`src/rtl/instruction_fetch_queue_pkg.sv`:
```
// Shared types and constants for the instruction fetch queue.
// Holds the NOP encoding, the PC step, the fetch states and the queue entry layout.
package instruction_fetch_queue_pkg;

   localparam logic [31:0] NOP_INSTR = 32'h0000_0013;
   localparam logic [31:0] PC_INCR   = 32'd4;

   typedef enum logic {
      FETCH   = 1'b0,
      DISCARD = 1'b1
   } ifq_state_e;

   typedef struct packed {
      logic [31:0] pc;
      logic [31:0] instr;
   } fetch_entry_t;

endpackage

```
`src/rtl/instruction_fetch_queue_if.sv`:
```
// Instruction-memory and decode-side signals of the fetch queue.
// master: the fetch queue itself; slave: memory, execute and decode around it.
interface instruction_fetch_queue_if;

   logic [31:0] IMEM_ADDR;
   logic        IMEM_READ;
   logic        IMEM_BUSYWAIT;
   logic [31:0] IMEM_READDATA;
   logic        BRANCH_TAKEN;
   logic [31:0] BRANCH_TARGET;
   logic        DECODE_STALL;
   logic [31:0] INSTRUCTION;
   logic [31:0] PC_OUT;
   logic        VALID;

   modport master (
      output IMEM_ADDR, IMEM_READ, INSTRUCTION, PC_OUT, VALID,
      input  IMEM_BUSYWAIT, IMEM_READDATA, BRANCH_TAKEN, BRANCH_TARGET, DECODE_STALL
   );

   modport slave (
      input  IMEM_ADDR, IMEM_READ, INSTRUCTION, PC_OUT, VALID,
      output IMEM_BUSYWAIT, IMEM_READDATA, BRANCH_TAKEN, BRANCH_TARGET, DECODE_STALL
   );

endinterface

```
`src/rtl/instruction_fetch_queue_fetch_fifo.sv`:
```
// Circular prefetch buffer of {PC, INSTR} entries with flush and combinational head.
// DEPTH must be a power of two (>= 2) so the pointers wrap by plain overflow.
module fetch_fifo
   import instruction_fetch_queue_pkg::*;
#(
   parameter int unsigned DEPTH = 2
) (
   input  logic                     clk,
   input  logic                     rst_n,
   input  logic                     push,
   input  logic                     pop,
   input  logic                     flush,
   input  fetch_entry_t             wr_entry,
   output fetch_entry_t             head,
   output logic [$clog2(DEPTH):0]   count,
   output logic                     full,
   output logic                     empty
);

   localparam int unsigned PW = $clog2(DEPTH);
   localparam int unsigned CW = PW + 1;

   fetch_entry_t    mem [DEPTH];
   logic [PW-1:0]   rd_ptr;
   logic [PW-1:0]   wr_ptr;

   always_ff @(posedge clk or negedge rst_n) begin
      if (!rst_n) begin
         rd_ptr <= '0;
         wr_ptr <= '0;
         count  <= '0;
      end else if (flush) begin
         rd_ptr <= '0;
         wr_ptr <= '0;
         count  <= '0;
      end else begin
         if (push) wr_ptr <= wr_ptr + PW'(1);
         if (pop)  rd_ptr <= rd_ptr + PW'(1);
         case ({push, pop})
            2'b10:   count <= count + CW'(1);
            2'b01:   count <= count - CW'(1);
            default: count <= count;
         endcase
      end
   end

   // A push into a full buffer only happens alongside a pop, so it reuses the head slot.
   always_ff @(posedge clk) begin
      if (push && !flush) mem[wr_ptr] <= wr_entry;
   end

   assign head  = mem[rd_ptr];
   assign full  = (count == CW'(DEPTH));
   assign empty = (count == '0);

endmodule

```
`src/rtl/instruction_fetch_queue.sv`:
```
// Fetch stage: owns the fetch PC, issues busywait reads, buffers words for decode.
// Optional IFQ_PERF_COUNT_EN adds FETCH_COUNT / DISCARD_COUNT outputs.
module instruction_fetch_queue
   import instruction_fetch_queue_pkg::*;
#(
   parameter logic [31:0] RESET_PC = 32'h0000_0000,
   parameter int unsigned DEPTH    = 2
) (
   input  logic                      CLK,
   input  logic                      RESET,
   instruction_fetch_queue_if.master bus
`ifdef IFQ_PERF_COUNT_EN
   ,
   output logic [31:0]               FETCH_COUNT,
   output logic [31:0]               DISCARD_COUNT
`endif
);

   ifq_state_e                  state, state_nxt;
   logic [31:0]                 fetch_pc, fetch_pc_nxt;
   logic [31:0]                 redirect_pc, redirect_nxt;
   logic [31:0]                 target;
   logic                        imem_read;
   logic                        push;
   logic                        pop;
   logic                        dropped;
   fetch_entry_t                head;
   fetch_entry_t                wr_entry;
   logic [$clog2(DEPTH):0]      count;
   logic                        full;
   logic                        empty;

   fetch_fifo #(.DEPTH(DEPTH)) u_fifo (
      .clk      (CLK),
      .rst_n    (RESET),
      .push     (push),
      .pop      (pop),
      .flush    (bus.BRANCH_TAKEN),
      .wr_entry (wr_entry),
      .head     (head),
      .count    (count),
      .full     (full),
      .empty    (empty)
   );

   assign target   = {bus.BRANCH_TARGET[31:2], 2'b00};
   assign pop      = !empty && !bus.DECODE_STALL;
   assign wr_entry = '{pc: fetch_pc, instr: bus.IMEM_READDATA};

   // Request is gated by RESET so it drops the instant reset asserts.
   always_comb begin
      state_nxt    = state;
      fetch_pc_nxt = fetch_pc;
      redirect_nxt = redirect_pc;
      imem_read    = 1'b0;
      push         = 1'b0;
      dropped      = 1'b0;
      case (state)
         FETCH: begin
            imem_read = RESET && (!full || pop);
            if (bus.BRANCH_TAKEN) begin
               if (imem_read && bus.IMEM_BUSYWAIT) begin
                  redirect_nxt = target;
                  state_nxt    = DISCARD;
               end else begin
                  fetch_pc_nxt = target;
                  dropped      = imem_read;
               end
            end else if (imem_read && !bus.IMEM_BUSYWAIT) begin
               push         = 1'b1;
               fetch_pc_nxt = fetch_pc + PC_INCR;
            end
         end
         DISCARD: begin
            imem_read = 1'b1;
            if (bus.BRANCH_TAKEN) redirect_nxt = target;
            if (!bus.IMEM_BUSYWAIT) begin
               fetch_pc_nxt = redirect_nxt;
               dropped      = 1'b1;
               state_nxt    = FETCH;
            end
         end
         default: state_nxt = FETCH;
      endcase
   end

   always_ff @(posedge CLK or negedge RESET) begin
      if (!RESET) begin
         state       <= FETCH;
         fetch_pc    <= RESET_PC;
         redirect_pc <= '0;
      end else begin
         state       <= state_nxt;
         fetch_pc    <= fetch_pc_nxt;
         redirect_pc <= redirect_nxt;
      end
   end

   assign bus.IMEM_ADDR   = fetch_pc;
   assign bus.IMEM_READ   = imem_read;
   assign bus.VALID       = !empty;
   assign bus.INSTRUCTION = empty ? NOP_INSTR : head.instr;
   assign bus.PC_OUT      = empty ? '0 : head.pc;

`ifdef IFQ_PERF_COUNT_EN
   always_ff @(posedge CLK or negedge RESET) begin
      if (!RESET) begin
         FETCH_COUNT   <= '0;
         DISCARD_COUNT <= '0;
      end else begin
         if (push) FETCH_COUNT <= FETCH_COUNT + 32'd1;
         DISCARD_COUNT <= DISCARD_COUNT + 32'(dropped)
                        + (bus.BRANCH_TAKEN ? 32'(count) : 32'd0);
      end
   end
`else
   logic unused_perf;
   assign unused_perf = ^{count, dropped};
`endif

endmodule

```
`src/flat_wrapper.sv`:
```
// flat-port wrapper written by rule: the top's interface ports become plain ports
module instruction_fetch_queue_flat import instruction_fetch_queue_pkg::*;
#(
   parameter logic [31:0] RESET_PC = 32'h0000_0000,
   parameter int unsigned DEPTH    = 2
)
  (CLK, RESET, bus_IMEM_ADDR, bus_IMEM_READ, bus_INSTRUCTION, bus_PC_OUT, bus_VALID, bus_IMEM_BUSYWAIT, bus_IMEM_READDATA, bus_BRANCH_TAKEN, bus_BRANCH_TARGET, bus_DECODE_STALL);
  instruction_fetch_queue_if bus_i ();
  input  logic CLK;
  input  logic RESET;
  output wire logic [$bits(bus_i.IMEM_ADDR)-1:0] bus_IMEM_ADDR;
  output wire logic [$bits(bus_i.IMEM_READ)-1:0] bus_IMEM_READ;
  output wire logic [$bits(bus_i.INSTRUCTION)-1:0] bus_INSTRUCTION;
  output wire logic [$bits(bus_i.PC_OUT)-1:0] bus_PC_OUT;
  output wire logic [$bits(bus_i.VALID)-1:0] bus_VALID;
  input wire logic [$bits(bus_i.IMEM_BUSYWAIT)-1:0] bus_IMEM_BUSYWAIT;
  input wire logic [$bits(bus_i.IMEM_READDATA)-1:0] bus_IMEM_READDATA;
  input wire logic [$bits(bus_i.BRANCH_TAKEN)-1:0] bus_BRANCH_TAKEN;
  input wire logic [$bits(bus_i.BRANCH_TARGET)-1:0] bus_BRANCH_TARGET;
  input wire logic [$bits(bus_i.DECODE_STALL)-1:0] bus_DECODE_STALL;
  assign bus_IMEM_ADDR = bus_i.IMEM_ADDR;
  assign bus_IMEM_READ = bus_i.IMEM_READ;
  assign bus_INSTRUCTION = bus_i.INSTRUCTION;
  assign bus_PC_OUT = bus_i.PC_OUT;
  assign bus_VALID = bus_i.VALID;
  assign bus_i.IMEM_BUSYWAIT = bus_IMEM_BUSYWAIT;
  assign bus_i.IMEM_READDATA = bus_IMEM_READDATA;
  assign bus_i.BRANCH_TAKEN = bus_BRANCH_TAKEN;
  assign bus_i.BRANCH_TARGET = bus_BRANCH_TARGET;
  assign bus_i.DECODE_STALL = bus_DECODE_STALL;
  instruction_fetch_queue #(.RESET_PC(RESET_PC), .DEPTH(DEPTH)) u_core (.CLK(CLK), .RESET(RESET), .bus(bus_i));
endmodule
```
`config.mk`:
```
export PLATFORM = sky130hd
export DESIGN_NAME = instruction_fetch_queue_flat
export DESIGN_NICKNAME = d
export VERILOG_FILES = /design/src/rtl/instruction_fetch_queue_pkg.sv /design/src/rtl/instruction_fetch_queue_if.sv /design/src/rtl/instruction_fetch_queue_fetch_fifo.sv /design/src/rtl/instruction_fetch_queue.sv /design/src/flat_wrapper.sv
export SDC_FILE = /design/constraint.sdc
export NUM_CORES = 1
export LEC_CHECK = 0
export BUFFER_PORTS_ARGS = -buffer_cell sky130_fd_sc_hd__buf_2
export CAP_MARGIN = 20
export CORE_MARGIN = 2
export CORE_UTILIZATION = 50
export CTS_CLUSTER_DIAMETER = 50
export CTS_CLUSTER_SIZE = 16
export DETAILED_ROUTE_END_ITERATION = 8
export GPL_ROUTABILITY_DRIVEN = 0
export HOLD_SLACK_MARGIN = 0.05
export PLACE_DENSITY = 0.78
export SLEW_MARGIN = 20
export SYNTH_ARGS = -nofsm -noshare
export SYNTH_HDL_FRONTEND = slang
export SYNTH_SLANG_ARGS = --single-unit
```
`constraint.sdc`:
```
create_clock -name CLK -period 4.75 [get_ports CLK]
set_clock_uncertainty 0.15 [all_clocks]
set_input_delay 0.475 -clock CLK [delete_from_list [all_inputs] [get_ports CLK]]
set_output_delay 0.475 -clock CLK [all_outputs]
set_load 0.02 [all_outputs]
```
==> results by group <==
Timing
  • Total negative slack: 0 ns
  • Max frequency: between 0.3 and 0.4 GHz
  • Crit path time final: a little over 3 ns
  • Slew @ Worst Pin: 0.869 ns
  • Number of hold violations in the final report: 0
  • Tcrit/Tclk final: around 65%
  • Worst slew margin: about 42%
  • RSZ-0062 raised after global routing: false
  • Final Slew Violations: 0
  • Final setup viols: 0

Critical path
  • Max stage delay on crit path: ~0.55 ns
  • Crit path launch type: input pin
  • Worst setup path startpoint: RESET
  • Worst R2R Path Depth: 5
  • CP cell instances: dlygate4sd3_1 -> buf_2 -> or2_2 -> o311ai_1 -> nand3_1 -> nor2_4 -> buf_4
  • Largest delay share family, worst path: buffers and inverters
  • Crit path max fanout: 22
  • Buffers & Inverters on Critical Path: 3
  • Worst Setup Path Type: input pin to flip-flop
  • CP arrival: about 3 ns
  • RR Startpoint: u_core.u_fifo.count[1]
  • Crit path max-delay cell type: dlygate4sd3_1
  • Crit end category: flip-flop
  • Stages on worst setup path: 7
  • CP required: 4.70 ns

GRT
  • Global-route wire length before repair: between 20000 and 30000 um
  • Vias in the first global route: about 5600
  • Largest net degree at the start of global routing: 66
  • Gr ovfl total: 0
  • Total Routing Usage GR: 20.9%
  • Initial antenna violation count: 0

Layout
  • Non-Filler Instances: 1040
  • Number of fill cells in the layout: roughly 1300
  • Synthesis-to-finish area growth: 19.7%
  • Storage element area: around 5600 um2
  • Fin nets: just under 900
  • Share of cells above drive strength 1: around 28%
  • Area of the multi-input gates: ~2800 um2

Power
  • Tot Pwr: around 0.0042 W
  • P_sw: 0.00127 W
  • Clock power share: between 30% and 40%
  • Comb pwr share: between 15 and 20%
  • PwrDens: between 400 and 500 nW/um2
  • Leak: 3.95 nW
  • Int Power: between 0.002 and 0.003 W
  • Peak VDD IR: between 0.2 and 0.3 mV
  • Seq pwr share: approximately half
  • Switching fraction of total power: between 20% and 30%

Clock network
  • Clk root buf: clkbuf_16
  • Setup Fix Bufs, Post-CTS: 0
  • Worst-path clk slew: around 0.07 ns
  • Number of CTS-inserted buffers: 17
  • Clock latency on the worst-skew pair: approximately 0.43 ns
  • Clock sinks: about 200
  • Clock tree buffer depth: 2
  • CTS tree: yes
  • Max H-tree Level: 4

Synth
  • Mapped cell area: 8500 um2
  • Yosys reg bits: about 200
  • Ys Warns: 0
  • Library cells used by synthesis: 56
  • Async SR Flop Fraction: 35.0%
  • Post-synth EDFFs: 128
  • Post-synth top flop: edfxtp_1
  • Mapped Cells: around 650
  • Mean Syn Cell Area: 13.2 um2
  • Register area share after synthesis: ~66%
  • Syn nets: a little over 700

Routing
  • Vias post-DR: between 5000 and 6000
  • Drt via density: around 5.7
  • Initial DRC Count: about 650
  • DRC viols: 0
  • Wire length per cell: approximately 18 um
  • Routed WL: around 19000 um
  • Post-DRT Antenna Nets: 0
  • Drt pass-1 iters: 8

Floorplanning
  • Core Rows: 47
  • DIE AREA: roughly 18000 um2
  • Die X: around 130 um
  • Height of the die: approximately 130 um
  • I/O pin total: approximately 170
  • Core Region: about 17000 um2
  • Initial Utilization: roughly 51%

Job
  • Max cap viols: 0

Placement
  • Post-DP HPWL: 12500 um
  • PortBufs: between 150 and 200
  • Placed cells: roughly 1000

Worst hold path
  • HP Start: bus_IMEM_READDATA[4]
  • Worst Hold Depth: 1
  • Worst hold path type: input pin to flip-flop

Status
  • Status: finished, final reports clean
[layout by cell type (no fill, tap or decap), types with 4 or more instances in the layout]
cell / count
clkbuf_16: 17
buf_2: 164
o31a_1: 6
o211ai_1: 4
o21ai_1: 4
dfrtp_1: 68
mux2_1: 15
edfxtp_1: 128
and3_1: 6
a31oi_1: 5
xnor2_1: 6
o311ai_0: 4
buf_4: 12
o2bb2ai_1: 6
nor2_1: 87
nand2_1: 25
nand4_1: 5
a22o_1: 9
a21oi_1: 16
nor4_1: 5
a22oi_1: 10
a222oi_1: 6
inv_1: 12
mux2i_1: 72
nand2b_1: 4
o21ai_0: 30
mux2_2: 15
nand3_1: 12
[timing repair]
action,4_1_cts,5_1_grt
hold buffers,1,0
hold endpoints to repair,6,0
gates resized for setup,0,0
[Yosys cell counts, types with 3 or more instances]
library cell	n	share of area, %
o21ai_1	5	0.29
o311ai_1	3	0.31
edfxtp_1	128	45
inv_1	12	0.53
clkbuf_1	32	1.4
o211ai_1	4	0.35
nand3_1	12	0.71
a22o_1	9	0.93
o21ai_0	30	1.8
o2bb2ai_1	6	0.62
xnor2_1	6	0.62
a21oi_1	16	0.94
a31oi_1	5	0.37
and3_1	6	0.44
mux2i_1	72	8.5
mux2_1	15	2.0
a222oi_1	6	0.71
o41ai_1	3	0.31
nand4_1	5	0.37
o31a_1	6	0.62
nor2b_1	3	0.22
o21a_1	3	0.26
nand2_1	25	1.1
nor3_1	3	0.18
o311ai_0	4	0.41
a22oi_1	10	0.88
dfrtp_1	69	20
nor2_1	89	3.9
mux2_2	15	2.0
nor4_1	5	0.37
buf_1	4	0.18
nand2b_1	4	0.29
[power groups by stage]
| stage | clock network [W] | registers, W | logic, W |
|---|---|---|---|
| floorplan | 0 | 0.00220 | 0.000439 |
| global placement | 0 | 0.00222 | 0.000701 |
| detailed placement | 0 | 0.00223 | 0.000717 |
| CTS | 0.00135 | 0.00219 | 0.000721 |
| global route | 0.00141 | 0.00220 | 0.000800 |
| finish | 0.00133 | 0.00218 | 0.000737 |
[routing by layer]
layer / vias to the layer above / global-route usage, % / wire (um)
met4: 0 / 8.60 / 453
met3: 41 / 4.99 / 1550
li1: 2754 / - / -
met2: 274 / 32.1 / 8760
met1: 2887 / 28.7 / 8200
met5: - / 0 / 0
[flip-flops by register name, indices dropped and copies added, names as in the netlist]
signal	cells
u_core.bus.IMEM_ADDR	32
u_core.u_fifo.wr_ptr	1
u_core.u_fifo.mem	128
u_core.u_fifo.count	2
u_core.u_fifo.rd_ptr	1
u_core.redirect_pc	32
u_core.state	1
[kinds of logic (layout without fill, tap and decap cells)]
group           after synthesis  count (layout)  share of synthesized area [%]
other cells                   0               1                              0
compound gates              122             122                           9.91
mux                         102             102                           12.5
xor+xnor                      6               6                          0.618
simple gates                168             168                           9.08
buf+inv                      50             223                           2.24
fa+ha+maj                     1               1                          0.147
flops                       197             197                           65.5
[area by class of cell]
cell class / instances / area share (%)
flip-flops and latches: 197 / 54.8
multi-input cells: 399 / 27.1
repair buffers: 179 / 9.52
clock buffers: 17 / 4.18
well taps: 220 / 2.71
clock inverters: 15 / 1.19
inverters: 12 / 0.443
diodes: 1 / 0.0246
[per-stage QoR]
stage / area (um2) / hold slack (ns) / setup WS, ns / util, %
floorplan: 8500 / 0.0294 / 0.144 / -
global placement: 9580 / 0.196 / 1.53 / 57.8
detailed placement: 9580 / 0.204 / 1.47 / 57.8
CTS: 10100 / 0.0622 / 1.63 / 61.1
global route: 10200 / 0.0635 / 1.49 / 61.3
finish: 10200 / 0.0780 / 1.65 / 61.3
[worst reg2reg max path: stages (launching register included)]
cell and delay, ns:
dfrtp_1 0.45, nand2_1 0.12, o311ai_1 0.69, nand3_1 0.34, nor2_4 0.52, buf_4 0.41
[worst paths after layout]
check                                          end  slack, ns
setup / recovery           u_core.u_fifo.mem[0][6]       1.65
hold / removal             u_core.u_fifo.mem[0][4]       0.08
setup reg to reg           u_core.u_fifo.mem[0][6]       1.73
hold reg to reg             u_core.redirect_pc[30]       0.34
max in group asynchronous     u_core.u_fifo.rd_ptr       2.99
min in group asynchronous    u_core.redirect_pc[8]       0.31
Note: power is estimated with default switching activity, not from simulation.
